**config.mk**
```make
export PLATFORM = sky130hd
export DESIGN_NAME = mem_port_arbiter_flat
export DESIGN_NICKNAME = d
export VERILOG_FILES = /design/src/rtl/mem_port_arbiter_pkg.sv /design/src/rtl/mem_port_arbiter_if.sv /design/src/rtl/mem_port_arbiter_req_reg.sv /design/src/rtl/mem_port_arbiter.sv /design/src/flat_wrapper.sv
export SDC_FILE = /design/constraint.sdc
export NUM_CORES = 1
export LEC_CHECK = 0
export CORE_ASPECT_RATIO = 0.6
export CORE_MARGIN = 1
export CORE_UTILIZATION = 41
export DETAILED_ROUTE_END_ITERATION = 16
export GPL_TIMING_DRIVEN = 0
export HOLD_SLACK_MARGIN = 0.08
export PLACE_DENSITY_LB_ADDON = 0.3
export SLEW_MARGIN = 20
export SYNTH_ARGS = -nofsm -noshare
export SYNTH_HDL_FRONTEND = slang
export SYNTH_SLANG_ARGS = --single-unit
```
**constraint.sdc**
```tcl
create_clock -name clk -period 2.2 [get_ports clk]
set_clock_uncertainty 0.15 [all_clocks]
set_input_delay 0.22 -clock clk [delete_from_list [all_inputs] [get_ports clk]]
set_output_delay 0.22 -clock clk [all_outputs]
set_load 0.05 [all_outputs]
```
**src/rtl/mem_port_arbiter_pkg.sv**
```systemverilog
// Shared types for the memory port arbiter: FSM state encoding and the
// request record that drives the shared memory port.
package mem_arb_types;

    localparam int ADDR_W = 32;
    localparam int DATA_W = 32;
    localparam int MBE_W  = DATA_W / 8;

    typedef enum logic [2:0] {
        IDLE   = 3'd0,
        I_BUSY = 3'd1,
        D_BUSY = 3'd2,
        I_DONE = 3'd3,
        D_DONE = 3'd4
    } arb_state_t;

    typedef struct packed {
        logic [ADDR_W-1:0] addr;
        logic [DATA_W-1:0] wdata;
        logic [MBE_W-1:0]  mbe;
        logic              read;
        logic              write;
    } mem_req_t;

    function automatic mem_req_t make_req(
        input logic [ADDR_W-1:0] addr,
        input logic [DATA_W-1:0] wdata,
        input logic [MBE_W-1:0]  mbe,
        input logic              read,
        input logic              write
    );
        mem_req_t r;
        r.addr  = addr;
        r.wdata = wdata;
        r.mbe   = mbe;
        r.read  = read;
        r.write = write;
        return r;
    endfunction

endpackage

```
**src/rtl/mem_port_arbiter_if.sv**
```systemverilog
// Bundle of the fetch, load/store and shared memory port signals.
// slave = the arbiter's view, master = requesters plus memory.
interface mem_port_arbiter_if;
    import mem_arb_types::*;

    logic              inst_read;
    logic [ADDR_W-1:0] inst_addr;
    logic              inst_resp;
    logic [DATA_W-1:0] inst_rdata;

    logic              data_read;
    logic              data_write;
    logic [MBE_W-1:0]  data_mbe;
    logic [ADDR_W-1:0] data_addr;
    logic [DATA_W-1:0] data_wdata;
    logic              data_resp;
    logic [DATA_W-1:0] data_rdata;

    logic              mem_read;
    logic              mem_write;
    logic [MBE_W-1:0]  mem_mbe;
    logic [ADDR_W-1:0] mem_addr;
    logic [DATA_W-1:0] mem_wdata;
    logic              mem_resp;
    logic [DATA_W-1:0] mem_rdata;

    modport slave (
        input  inst_read, inst_addr,
        input  data_read, data_write, data_mbe, data_addr, data_wdata,
        input  mem_resp, mem_rdata,
        output inst_resp, inst_rdata, data_resp, data_rdata,
        output mem_read, mem_write, mem_mbe, mem_addr, mem_wdata
    );

    modport master (
        output inst_read, inst_addr,
        output data_read, data_write, data_mbe, data_addr, data_wdata,
        output mem_resp, mem_rdata,
        input  inst_resp, inst_rdata, data_resp, data_rdata,
        input  mem_read, mem_write, mem_mbe, mem_addr, mem_wdata
    );
endinterface

```
**src/rtl/mem_port_arbiter_req_reg.sv**
```systemverilog
// Loadable request register whose contents drive the shared memory port.
// clear wins over load so an access can be retired in the same edge.
module arb_req_reg
    import mem_arb_types::*;
(
    input  logic     clk,
    input  logic     rst,
    input  logic     load,
    input  logic     clear,
    input  mem_req_t req_d,
    output mem_req_t req_q
);

    // request register: reset/clear to idle, load on grant, otherwise hold
    always_ff @(posedge clk) begin
        if (rst) begin
            req_q <= '0;
        end else if (clear) begin
            req_q <= '0;
        end else if (load) begin
            req_q <= req_d;
        end else begin
            req_q <= req_q;
        end
    end

endmodule

```
**src/rtl/mem_port_arbiter.sv**
```systemverilog
// Serialises instruction fetch and data load/store requests onto one shared
// memory port, returning a registered one-cycle response to the served side.
module mem_port_arbiter
    import mem_arb_types::*;
#(
    parameter int STARVE_LIMIT = 4
) (
    input logic                clk,
    input logic                rst,
    mem_port_arbiter_if.slave  bus
);

    localparam int          SW = (STARVE_LIMIT > 1) ? $clog2(STARVE_LIMIT + 1) : 1;
    localparam logic [SW-1:0] SL = SW'(STARVE_LIMIT);

    arb_state_t        state_r;
    logic [SW-1:0]     streak_r;
    logic              inst_resp_r;
    logic              data_resp_r;
    logic [DATA_W-1:0] inst_rdata_r;
    logic [DATA_W-1:0] data_rdata_r;

    logic     data_req_s;
    logic     starve_s;
    logic     grant_d_s;
    logic     grant_i_s;
    logic     done_s;
    mem_req_t req_d_s;
    mem_req_t req_q_s;

    // grant decision in IDLE and the request record to latch
    always_comb begin
        data_req_s = bus.data_read | bus.data_write;
        starve_s   = bus.inst_read && (STARVE_LIMIT != 0) && (streak_r == SL);
        grant_d_s  = (state_r == IDLE) && data_req_s && !starve_s;
        grant_i_s  = (state_r == IDLE) && bus.inst_read && !grant_d_s;
        done_s     = ((state_r == I_BUSY) || (state_r == D_BUSY)) && bus.mem_resp;
        req_d_s    = '0;
        if (grant_d_s) begin
            // a simultaneous read+write is performed as a write
            req_d_s = make_req(bus.data_addr, bus.data_wdata,
                               bus.data_write ? bus.data_mbe : {MBE_W{1'b1}},
                               bus.data_read & ~bus.data_write, bus.data_write);
        end else if (grant_i_s) begin
            req_d_s = make_req(bus.inst_addr, {DATA_W{1'b0}}, {MBE_W{1'b1}}, 1'b1, 1'b0);
        end else begin
            req_d_s = '0;
        end
    end

    arb_req_reg u_req_reg (
        .clk   (clk),
        .rst   (rst),
        .load  (grant_d_s | grant_i_s),
        .clear (done_s),
        .req_d (req_d_s),
        .req_q (req_q_s)
    );

    // arbitration FSM, starvation streak and registered responses
    always_ff @(posedge clk) begin
        if (rst) begin
            state_r      <= IDLE;
            streak_r     <= {SW{1'b0}};
            inst_resp_r  <= 1'b0;
            data_resp_r  <= 1'b0;
            inst_rdata_r <= {DATA_W{1'b0}};
            data_rdata_r <= {DATA_W{1'b0}};
        end else begin
            inst_resp_r <= 1'b0;
            data_resp_r <= 1'b0;
            case (state_r)
                IDLE: begin
                    if (grant_d_s) begin
                        state_r  <= D_BUSY;
                        streak_r <= !bus.inst_read ? {SW{1'b0}} :
                                    (streak_r == SL) ? SL : streak_r + SW'(1);
                    end else if (grant_i_s) begin
                        state_r  <= I_BUSY;
                        streak_r <= {SW{1'b0}};
                    end else begin
                        state_r  <= IDLE;
                    end
                end
                D_BUSY: begin
                    if (bus.mem_resp) begin
                        state_r     <= D_DONE;
                        data_resp_r <= 1'b1;
                        if (req_q_s.read) begin
                            data_rdata_r <= bus.mem_rdata;
                        end
                    end
                end
                I_BUSY: begin
                    if (bus.mem_resp) begin
                        state_r      <= I_DONE;
                        inst_resp_r  <= 1'b1;
                        inst_rdata_r <= bus.mem_rdata;
                    end
                end
                D_DONE:  state_r <= IDLE;
                I_DONE:  state_r <= IDLE;
                default: state_r <= IDLE;
            endcase
        end
    end

    assign bus.mem_read   = req_q_s.read;
    assign bus.mem_write  = req_q_s.write;
    assign bus.mem_mbe    = req_q_s.mbe;
    assign bus.mem_addr   = req_q_s.addr;
    assign bus.mem_wdata  = req_q_s.wdata;
    assign bus.inst_resp  = inst_resp_r;
    assign bus.inst_rdata = inst_rdata_r;
    assign bus.data_resp  = data_resp_r;
    assign bus.data_rdata = data_rdata_r;

endmodule

```
**src/flat_wrapper.sv**
```systemverilog
// flat-port wrapper written by rule: the top's interface ports become plain ports
module mem_port_arbiter_flat import mem_arb_types::*;
#(
    parameter int STARVE_LIMIT = 4
)
  (clk, rst, bus_inst_read, bus_inst_addr, bus_data_read, bus_data_write, bus_data_mbe, bus_data_addr, bus_data_wdata, bus_mem_resp, bus_mem_rdata, bus_inst_resp, bus_inst_rdata, bus_data_resp, bus_data_rdata, bus_mem_read, bus_mem_write, bus_mem_mbe, bus_mem_addr, bus_mem_wdata);
  mem_port_arbiter_if bus_i ();
  input logic clk;
  input logic rst;
  input wire logic [$bits(bus_i.inst_read)-1:0] bus_inst_read;
  input wire logic [$bits(bus_i.inst_addr)-1:0] bus_inst_addr;
  input wire logic [$bits(bus_i.data_read)-1:0] bus_data_read;
  input wire logic [$bits(bus_i.data_write)-1:0] bus_data_write;
  input wire logic [$bits(bus_i.data_mbe)-1:0] bus_data_mbe;
  input wire logic [$bits(bus_i.data_addr)-1:0] bus_data_addr;
  input wire logic [$bits(bus_i.data_wdata)-1:0] bus_data_wdata;
  input wire logic [$bits(bus_i.mem_resp)-1:0] bus_mem_resp;
  input wire logic [$bits(bus_i.mem_rdata)-1:0] bus_mem_rdata;
  output wire logic [$bits(bus_i.inst_resp)-1:0] bus_inst_resp;
  output wire logic [$bits(bus_i.inst_rdata)-1:0] bus_inst_rdata;
  output wire logic [$bits(bus_i.data_resp)-1:0] bus_data_resp;
  output wire logic [$bits(bus_i.data_rdata)-1:0] bus_data_rdata;
  output wire logic [$bits(bus_i.mem_read)-1:0] bus_mem_read;
  output wire logic [$bits(bus_i.mem_write)-1:0] bus_mem_write;
  output wire logic [$bits(bus_i.mem_mbe)-1:0] bus_mem_mbe;
  output wire logic [$bits(bus_i.mem_addr)-1:0] bus_mem_addr;
  output wire logic [$bits(bus_i.mem_wdata)-1:0] bus_mem_wdata;
  assign bus_i.inst_read = bus_inst_read;
  assign bus_i.inst_addr = bus_inst_addr;
  assign bus_i.data_read = bus_data_read;
  assign bus_i.data_write = bus_data_write;
  assign bus_i.data_mbe = bus_data_mbe;
  assign bus_i.data_addr = bus_data_addr;
  assign bus_i.data_wdata = bus_data_wdata;
  assign bus_i.mem_resp = bus_mem_resp;
  assign bus_i.mem_rdata = bus_mem_rdata;
  assign bus_inst_resp = bus_i.inst_resp;
  assign bus_inst_rdata = bus_i.inst_rdata;
  assign bus_data_resp = bus_i.data_resp;
  assign bus_data_rdata = bus_i.data_rdata;
  assign bus_mem_read = bus_i.mem_read;
  assign bus_mem_write = bus_i.mem_write;
  assign bus_mem_mbe = bus_i.mem_mbe;
  assign bus_mem_addr = bus_i.mem_addr;
  assign bus_mem_wdata = bus_i.mem_wdata;
  mem_port_arbiter #(.STARVE_LIMIT(STARVE_LIMIT)) u_core (.clk(clk), .rst(rst), .bus(bus_i));
endmodule
```
### Yosys cells after proc, flatten, opt, wreduce, memory -nomap -nowiden

Index checks and enable logic that the tools add are counted.

* flip-flop bits (word level): 142
* latch bits: 0
* bits in writable memories: 0
* memory bits (read-only): 0
* input port bits: 138
* output and inout port bits: 136
* word-level logic and storage cells: 54
* memories kept: 0

* add/sub/neg operators: 1
* multipliers: 0
* divide/modulo/power cells: 0
* order comparisons: 0
* equal/unequal tests: 5
* shifts and indexed selects: 0
* multiplexer cells: 13
* bitwise operators: 6
* reductions and logical operators: 18

Operator list (number)
* two-way mux 70 bit: 2
* two-way mux 3 bit: 7
* case mux 3 bit (3 select lines): 1
* logical AND 1 bit: 6
* AND reduction 2 bit: 3
* OR reduction 2 bit: 3
* two-way mux 4 bit: 1
* inequality test 2 bit, second input constant: 2
* adder 3 x 1 -> 3 bit, second input constant: 1
* equality test 3 x 1 -> 1 bit, second input constant: 1
* equality test 3 x 2 -> 1 bit, second input constant: 1
* equality test 3 bit, second input constant: 1
* logical NOT 3 bit: 1
* inverter 1 bit: 3
* AND reduction 3 bit: 1
* logical NOT 1 bit: 2
* two-way mux 1 bit: 2
* bitwise OR 1 bit: 2
* nonzero test 2 bit: 1
* AND 1 bit: 1
* logical OR 1 bit: 1

### Longest topological paths before layout

Gate-level depths: netlist (run 1).

* depth after elaboration: 9
* mapped depth: 8
* depth with buffers taken out: 5

### By module

From an unflattened synthesis (run 1), not the netlist that was laid out.

* cells, all modules: 712
* area total of the unflattened synthesis: 6180.9 um^2

By module, submodules not included
* mem_port_arbiter: instances 1, cells each 485, area each 3633.5 um^2, seq. area each 1441.4 um^2
* arb_req_reg: instances 1, cells each 227, area each 2547.4 um^2, seq. area each 1401.3 um^2

### Worst setup path after synthesis (run 1)

No wires, ideal clock.

* path kind: reg2reg
* from: register u_core.streak_r[0]
* to: register u_core.u_req_reg.req_q[17] (netlist name)
* setup time: 0.070 ns
* data arrival time: 1.645 ns
* data required time: 1.980 ns
* path slack: 0.335 ns
* stages on the path, launching flop included: 9
* path buffers: 3
* clock period less this slack: 1.865 ns
* cells stage by stage: dfxtp_1 -> inv_1 -> ha_1 -> nand3_1 -> buf_2 -> clkbuf_1 -> buf_1 -> nand4_1 -> a21oi_1

* cells in the longest elaborated chain, start to end: 7
* elaborated cells between the ends (all ways): 8
* classes of those cells: eq/ne: 1; mux: 1; bitwise: 1; reduce/logical: 5

Ends and longest elaborated chain
* start: declaration: RTL line mem_port_arbiter.sv:17 `logic [SW-1:0] streak_r;`
* start signal: assignment: RTL line mem_port_arbiter.sv:64 `streak_r <= {SW{1'b0}};`
* start signal: assignment: RTL line mem_port_arbiter.sv:76 `streak_r <= !bus.inst_read ? {SW{1'b0}} :`
* start signal: assignment: RTL line mem_port_arbiter.sv:80 `streak_r <= {SW{1'b0}};`
* equality test 3 bit (*): RTL line mem_port_arbiter.sv:34 `starve_s = bus.inst_read && (STARVE_LIMIT != 0) && (streak_r == SL);`
* logical AND 1 bit (*): RTL line mem_port_arbiter.sv:34
* logical NOT 1 bit (*): RTL line mem_port_arbiter.sv:35 `grant_d_s = (state_r == IDLE) && data_req_s && !starve_s;`
* logical AND 1 bit (*): RTL line mem_port_arbiter.sv:35
* logical NOT 1 bit: RTL line mem_port_arbiter.sv:36 `grant_i_s = (state_r == IDLE) && bus.inst_read && !grant_d_s;`
* logical AND 1 bit: RTL line mem_port_arbiter.sv:36
* bitwise OR 1 bit: RTL line mem_port_arbiter.sv:54 `.load (grant_d_s | grant_i_s),`
* end signal: assignment: RTL line mem_port_arbiter_req_reg.sv:21 `req_q <= req_d;`
* end signal: assignment: RTL line mem_port_arbiter_req_reg.sv:23 `req_q <= req_q;`
* end: declaration: RTL line mem_port_arbiter_req_reg.sv:11 `output mem_req_t req_q`

Every way passes the cells marked *; elsewhere a longest branch is shown, timed or not.
A chain may end at the register's enable or synchronous reset.

### Worst setup path after layout (run 1)

* from: register u_core.state_r[0]
* to: register u_core.u_req_reg.req_q[44] (netlist name)

* cells in the longest elaborated chain, start to end: 7
* elaborated cells between the ends (all ways): 14
* classes of those cells: eq/ne: 2; mux: 2; bitwise: 1; reduce/logical: 9

Ends and longest elaborated chain
* start: declaration: RTL line mem_port_arbiter.sv:16 `arb_state_t state_r;`
* start signal: assignment: RTL line mem_port_arbiter.sv:63 `state_r <= IDLE;`
* start signal: assignment: RTL line mem_port_arbiter.sv:75 `state_r <= D_BUSY;`
* start signal: assignment: RTL line mem_port_arbiter.sv:79 `state_r <= I_BUSY;`
* logical NOT 3 bit: RTL line mem_port_arbiter.sv:35, mem_port_arbiter.sv:36
* logical AND 1 bit (2 in a row): RTL line mem_port_arbiter.sv:35
* logical NOT 1 bit: RTL line mem_port_arbiter.sv:36
* logical AND 1 bit: RTL line mem_port_arbiter.sv:36
* two-way mux 70 bit: RTL line mem_port_arbiter.sv:44 `end else if (grant_i_s) begin`
* two-way mux 70 bit: RTL line mem_port_arbiter.sv:39 `if (grant_d_s) begin`

Parallel ways exist; a longest one is shown, timed or not.

==> results.md, run 1 <==
Run status:
- The run finished with clean final reports.

Detailed routing:
- The first-pass detailed-route iteration total is 5.
- The count of nets left with antenna violations after detail routing is 0.
- Dividing the detail-routed wire length by the instance count gives 18.1 µm.
- The post-detailed-route via-to-cell ratio is 5.68.
- The total wire length after detailed routing is 21700 µm.
- The overall via count from detail_route is 6788.
- For this block, the initial DRC count from the detailed router was 487.
- The number of design rule violations left after detail routing is 0.

Clock tree:
- Clock-pin slew was measured on the worst setup and hold paths at 0.06 ns.
- The deepest level of the CTS H-tree is 4.
- The clock insertion delay at the later pin of the skew report is 0.42 ns.
- In this run the deepest clock path goes through 2 buffers.
- The number of buffers created by CTS is 17.
- The cell chosen for the clock root is clkbuf_16.
- The clock tree from TritonCTS is done.
- The CTS sink count is 142.

Floorplanning:
- The site row count is 33.
- The area of the die is 0.0146 mm².
- The die boundary height is 94.1 µm.
- The count of pins on the block boundary is 274.
- The total area inside the core boundary comes to 0.0137 mm².
- The initial utilization of the core area, before any placement, comes to 0.423.
- The die width is 156 µm.

Logic synthesis:
- Counting flops with a built-in enable in the synthesized netlist gives 0.
- Of the post-synthesis cell area, the dominant cell type holds 0.490.
- The synthesized netlist net count is 840.
- In the synthesized netlist, the number of instances is 700.
- Sorting the synthesized cells by area gives the leading types as dfxtp_1, a21oi_1, nor4_1, o21ai_0, a2111oi_0.
- The biggest area contributor in the post-synthesis netlist is dfxtp_1.
- In this run the mean area of a mapped cell was 8.29 µm².
- The cell area after synthesis is 0.00580 mm².
- In this run, distinct cell masters in the synthesized netlist total 34.
- For this run, the register share of the synthesized area comes to 0.490.
- The most used flip-flop cell after synthesis is dfxtp_1.
- Of all flip-flops after synthesis, the portion carrying an async set or reset was 0.
- The number of register bits inferred by synthesis is 142.
- During synthesis, Yosys emitted a total of 0 warnings.

Final layout:
- The layout cell share with drive strength beyond 1 is 0.0568.
- The layout filler cell count is 1160.
- The total inserted antenna cells is 0.
- In the layout the commonest cells are clkdlybuf4s50_1, dfxtp_1, a21oi_1.
- After the last flow step, the layout net total stands at 1132.
- The area growth from synthesis to layout is 62.4%.
- Once layout is complete, the utilization of the core stands at 0.687.
- The most common cell after layout, fill and taps aside is clkdlybuf4s50_1.

Critical path:
- The timing startpoint of the critical path is u_core.state_r[0].
- In this run the worst path has a maximum fanout of 10.
- The origin of the critical flop-to-flop path is u_core.state_r[0].
- The critical path is of the reg2reg type.
- The type of destination of the critical path is a flip-flop.
- The number of cells on the worst reg-to-reg path is 6.
- Data on the critical path arrives at its endpoint at 2.31 ns.
- The register-to-register path setup slack is 0.02 ns.
- STA classifies the critical path startpoint as a flip-flop.
- For the worst setup path, the data required time is 2.33 ns.
- In this run the critical register-to-register path is captured at u_core.u_req_reg.req_q[44].

Global routing:
- The overall overflow remaining after global route is 0.
- The maximum number of pins on one net before global-route repair is 17.
- The initial antenna violation count is 0.
- The overall global routing resource usage is 0.293.
- The number of global-route vias before repair is 6188.
- The wire length of the first global-routing pass is 33200 µm.

STA:
- The minimum period implied by the final worst setup slack is 2.18 ns.
- Derived from the worst setup path, the maximum achievable clock frequency is 459 MHz.
- Setup violations remaining at the end of the flow were counted as 0.
- Of the available clock period, the critical path in the final layout requires 0.990.
- The worst-margin pin slew is 0.610 ns.
- The sum of negative setup slack is 0 ns.
- Setup repair after global routing left no endpoint under its margin.
- The final-report max-slew violation count came to 0.
- The number of endpoints with negative hold slack in the final report is 0.
- The remaining max-slew budget at the tightest pin is 0.583.

Min path:
- The type of the most critical hold path is in2reg.
- The origin of the worst min-delay path is bus_data_wdata[7].
- The worst hold path depth is 3.
- The end point of the most critical hold path is u_core.u_req_reg.req_q[13].

Place:
- Port buffering added 273 buffers.
- The global placer's final weighted congestion is 0.863.
- Once detailed placement completed, the half-perimeter wirelength came to 16000 µm.

Flow run:
- Across the run, the number of max-cap violations was 0.

Power and ir drop:
- Dividing total power by cell area gives a power density of 818 mW/mm².
- The worst vdd rail ir drop is 0.576 mV.
- For this design the static power due to leakage is 3.11 nW.
synth_stat cells (4+ instances only):
master	n
clkbuf_1	76
a2111oi_0	33
nor4_1	64
buf_2	5
nand3_1	34
a21oi_1	132
nand4_1	32
o221a_2	4
buf_1	6
dfxtp_1	142
nand2_1	65
nor2_1	5
inv_1	5
o21ai_0	70
registers in the layout, summed over array words and instances (netlist names):
name and count:
u_core.u_req_reg.req_q 70, u_core.bus.inst_resp 1, u_core.bus.data_rdata 32, u_core.bus.inst_rdata 32, u_core.bus.data_resp 1, u_core.state_r 3, u_core.streak_r 3
metrics by stage:
stage | setup WS, ns | total power [mW] | cell area, µm² | hold slack, ns | std cells
2_1_floorplan | 0.335 | 3.95 | 5800 | 0.206 | 700
6_report | 0.0229 | 7.71 | 9420 | 0.225 | 1196
3_3_place_gp | -0.447 | 4.72 | 8770 | 0.291 | 1165
5_1_grt | 0.00161 | 7.99 | 9420 | 0.233 | 1196
4_1_cts | 0.0251 | 7.71 | 9400 | 0.214 | 1196
3_5_place_dp | -0.439 | 4.73 | 8770 | 0.297 | 1165
layout make-up:
| cell class | count | area, µm² | area share |
|---|---|---|---|
| Sequential cell | 142 | 2840 | 0.302 |
| Timing Repair Buffer | 273 | 2730 | 0.290 |
| Multi-Input combinational cell | 464 | 2600 | 0.276 |
| Clock buffer | 19 | 453 | 0.0481 |
| Buffer | 89 | 373 | 0.0396 |
| Tap cell | 192 | 240 | 0.0255 |
| Clock inverter | 12 | 160 | 0.0170 |
| Inverter | 5 | 18.8 | 0.00199 |
cells by family after synthesis:
logic type	Yosys count	synth area share
AOI/OAI and AO/OA	245	0.240
adders and majority gates	2	0.00431
buffers and inverters	94	0.0645
and+or+nand+nor	216	0.200
DFF	142	0.490
xor gates and xnor gates	1	0.00151
worst max-delay path, cell delays in order (launching register included):
cell and delay [ns]:
dfxtp_1 0.31, buf_6 0.13, or3_4 0.39, buf_6 0.16, clkbuf_1 0.23, a2111oi_0 0.55
nor4_1 0.11
what timing repair did:
item | in CTS | in global routing
resized for setup | 7 | 18
hold buffers | 0 | 0
setup endpoints to repair | 51 | 57
buffers inserted | 0 | 0
how the worst max path moves through the flow:
stage / slack [ns] / to
after floorplan: 0.33 / u_core.u_req_reg.req_q[17]
after global placement: -0.45 / u_core.streak_r[1]
after detailed placement: -0.44 / u_core.u_req_reg.req_q[31]
after CTS: 0.03 / u_core.u_req_reg.req_q[64]
after global routing: 0.002 / u_core.u_req_reg.req_q[57]
final: 0.02 / u_core.u_req_reg.req_q[44]
layer usage:
metal / routed length [µm] / vias up / GRT usage
met5: 0 / - / 0
met4: 378 / 0 / 0.0907
met3: 1970 / 37 / 0.0812
met2: 9190 / 340 / 0.427
met1: 10100 / 3218 / 0.416
li1: - / 3193 / -
power breakdown:
part / switching (mW) / internal, mW
Clock: 1.15 / 1.85
Combinational: 1.19 / 0.695
Sequential: 0.0891 / 2.74
Total: 2.43 / 5.28
Note: power is estimated with default switching activity, not from simulation.
==> inputs of run 2 (changes only) <==
==> constraint.sdc (replaced) <==
create_clock -name clk -period 2.2 [get_ports clk]
set_clock_uncertainty 0.15 [all_clocks]
set_input_delay 0.44 -clock clk [delete_from_list [all_inputs] [get_ports clk]]
set_output_delay 0.44 -clock clk [all_outputs]
set_load 0.05 [all_outputs]
==> run 2 against run 1 <==
  * Via count is 0.59% higher
  * Fmax is 0.52% lower
  * Setup slack worse by 0.011 ns
  * Critical endpoint is now bus_mem_addr[4]
==> results.md, run 2 (synthesized netlist as in run 1, its figures left out) <==
Run status:
- The flow ran to the end, and the final reports show no timing, DRC or antenna violations.

Detailed routing:
- The count of nets left with antenna violations after detail routing is 0 (unchanged).
- The overall via count from detail_route came to 6828 (+0.59%).
- The first-pass detailed-route iteration total is 5 (unchanged).
- The number of design rule violations left after detail routing is 0 (unchanged).
- The number of DRC violations after detailed-routing iteration 0 was 421 (-14%).
- The mean routed wirelength per cell came to 18.3 µm (+1.1%).
- The total wire length after detailed routing is 21900 µm (+1.1%).
- The post-detailed-route via-to-cell ratio is 5.71 (+0.59%).

Clock tree:
- The number of buffers created by CTS is 17 (unchanged).
- The clock insertion delay at the later pin of the skew report came to 0.42 ns (about the same).
- The hold buffer count at cts came to 0 (unchanged).
- The clock input transition at the sequential cells of the worst setup and hold paths is 0.06 ns (about the same).
- The maximum clock insertion buffer count is 2 (unchanged).
- The cell chosen for the clock root is clkbuf_16.
- The deepest level of the CTS H-tree is 4 (unchanged).
- The CTS sink count is 142 (unchanged).
- The clock tree from TritonCTS is done.

Critical path:
- The count of cells along the worst register-to-register path is 6 (unchanged).
- The worst setup path is launched from a flip-flop.
- The timing startpoint of the critical path is u_core.u_req_reg.req_q[42].
- The register-to-register path setup slack was 0.04 ns (+0.02 ns).
- The library cell contributing the largest single delay on the critical path is clkdlybuf4s50_1.
- In this run the critical register-to-register path is launched from u_core.state_r[0].
- The maximum fanout encountered on the critical timing path is 2 (-8).
- In this run the critical register-to-register path is captured at u_core.u_req_reg.req_q[44].
- The timing endpoint of the critical path is bus_mem_addr[4].
- The delay of the slowest critical-path stage is 0.81 ns (+0.26 ns).
- The number of buffer and inverter instances along the worst setup path came to 1 (-2).
- The signal on the critical path passes through clkdlybuf4s50_1.
- The required time of the worst setup path came to 1.61 ns (-0.72 ns).
- The critical path arrival is 1.60 ns (-0.71 ns).
- The type of destination of the critical path is a primary output.
- The path length in cells of the critical path was 1 (-5).
- The category of cells accounting for the largest share of critical-path delay is buffers and inverters.
- The critical path class is reg2out.

Final layout:
- In the layout the commonest cells are clkdlybuf4s50_1, dfxtp_1, a21oi_1.
- Leaving out fill and tap cells, the most frequent cell in the layout is clkdlybuf4s50_1.
- u_core.u_req_reg.req_q holds more flip-flops than any other register.
- The layout cell share with drive strength beyond 1 was 0.0798 (+0.0230).
- The number of flip-flops under the largest register name is 70 (unchanged).
- The final-stage net count is 1131 (-0.088%).
- The area growth from synthesis to layout is 65.4%.

Global routing:
- The number of global-route vias before repair came to 6189 (+0.016%).
- The initial antenna violation count is 0 (unchanged).
- The met1 track utilization from global routing was 0.415 (-0.000572).
- The most used routing layer is met2.
- The global routing met2 resource utilization is 0.429 (+0.00224).
- The maximum number of pins on one net before global-route repair is 17 (unchanged).
- The met3 global-route usage is 0.0807 (-0.000461).
- The overall global routing resource usage came to 0.293 (about the same).
- The wire length of the first global-routing pass is 33200 µm (about the same).
- The overall overflow remaining after global route is 0 (unchanged).

STA:
- The number of endpoints with negative hold slack in the final report is 0 (unchanged).
- The post-route clock period utilization was 0.995 (+0.00516).
- The remaining max-slew budget at the tightest pin came to 0.589 (+0.00601).
- The setup violation total in the final timing report was 0 (unchanged).
- The final-report max-slew violation count is 0 (unchanged).
- The highest clock rate is 457 MHz (-0.52%).
- Setup repair after global routing could not meet its margin everywhere.
- The hold slack is 0.303 ns (+0.0779 ns).
- The worst-margin pin slew is 0.601 ns (-0.00879 ns).
- The minimum period implied by the final worst setup slack is 2.19 ns (+0.0113 ns).

Power and ir drop:
- The power per cell area came to 805 mW/mm² (-1.6%).
- The total leakage power is 3.69 nW (+19%).
- The total power is 7.73 mW (+0.21%).
- The worst vdd rail ir drop is 0.579 mV (+0.60%).

Floorplanning:
- The die boundary height was 94.1 µm (unchanged).
- The count of pins on the block boundary is 274 (unchanged).
- The initial core utilization is 0.423 (unchanged).
- The area of the die was 0.0146 mm² (unchanged).
- The site row count is 33 (unchanged).
- The die width is 156 µm (unchanged).
- The placeable core area was 0.0137 mm² (unchanged).

Min path:
- The type of the most critical hold path is reg2reg.

Place:
- The global placer's final weighted congestion is 0.863 (unchanged).
- The placed wire-length estimate is 16000 µm (unchanged).
- The total of buffers placed on input and output ports came to 273 (unchanged).

Flow run:
- The number of maximum-capacitance constraint violations is 0 (unchanged).
## run 2: worst min-delay path by stage
stage | startpoint | end | slack [ns] | cells after the start
after global routing | u_core.bus.inst_rdata[0] | u_core.bus.inst_rdata[0] | 0.32 | 2
final | u_core.bus.inst_rdata[20] | u_core.bus.inst_rdata[20] | 0.30 | 2
after global placement | u_core.bus.inst_rdata[8] | u_core.bus.inst_rdata[8] | 0.29 | 2
after floorplan | u_core.streak_r[1] | u_core.streak_r[1] | 0.32 | 2
after detailed placement | u_core.bus.inst_rdata[16] | u_core.bus.inst_rdata[16] | 0.30 | 2
after CTS | u_core.bus.inst_rdata[16] | u_core.bus.inst_rdata[16] | 0.31 | 2
## run 2: metrics by stage
stage                     setup slack, ns  cells  cell area [µm²]   util   TNS, ns
after floorplan                     0.335    700             5800      -         0
after global placement             -0.667   1165             8770  0.640    -48.12
after detailed placement           -0.659   1165             8770  0.640    -52.81
after CTS                        -0.00689   1195             9420  0.687  -0.00689
after global routing              -0.0232   1195             9590  0.700   -0.0545
final                              0.0115   1196             9590  0.700         0
## run 2: timing repair
action,in CTS,in global routing
endpoints found under the setup margin,64,115
setup buffers,0,0
pin swaps,0,0
resized for setup,17,89
## run 2: per-layer routing
metal / vias to the layer above / wire, µm
li1: 3202 / -
met1: 3240 / 10100
met2: 352 / 9360
met3: 34 / 2040
met4: 0 / 352
met5: - / 0
## run 2: report_power, final
part	total, mW	switching, mW	leakage (nW)	internal (mW)
Combinational	1.90	1.20	2.24	0.698
Clock	3.00	1.15	0.288	1.85
Sequential	2.83	0.0876	1.16	2.74
## run 2: cell type report
class | count | area (µm²)
well taps | 192 | 240
multi-input cells | 464 | 2680
repair buffers | 273 | 2810
flip-flops and latches | 142 | 2840
clock inverters | 12 | 160
clock buffers | 19 | 453
inverters | 5 | 18.8
plain buffers | 88 | 392
fillers | 1128 | 4120
diodes | 1 | 2.50
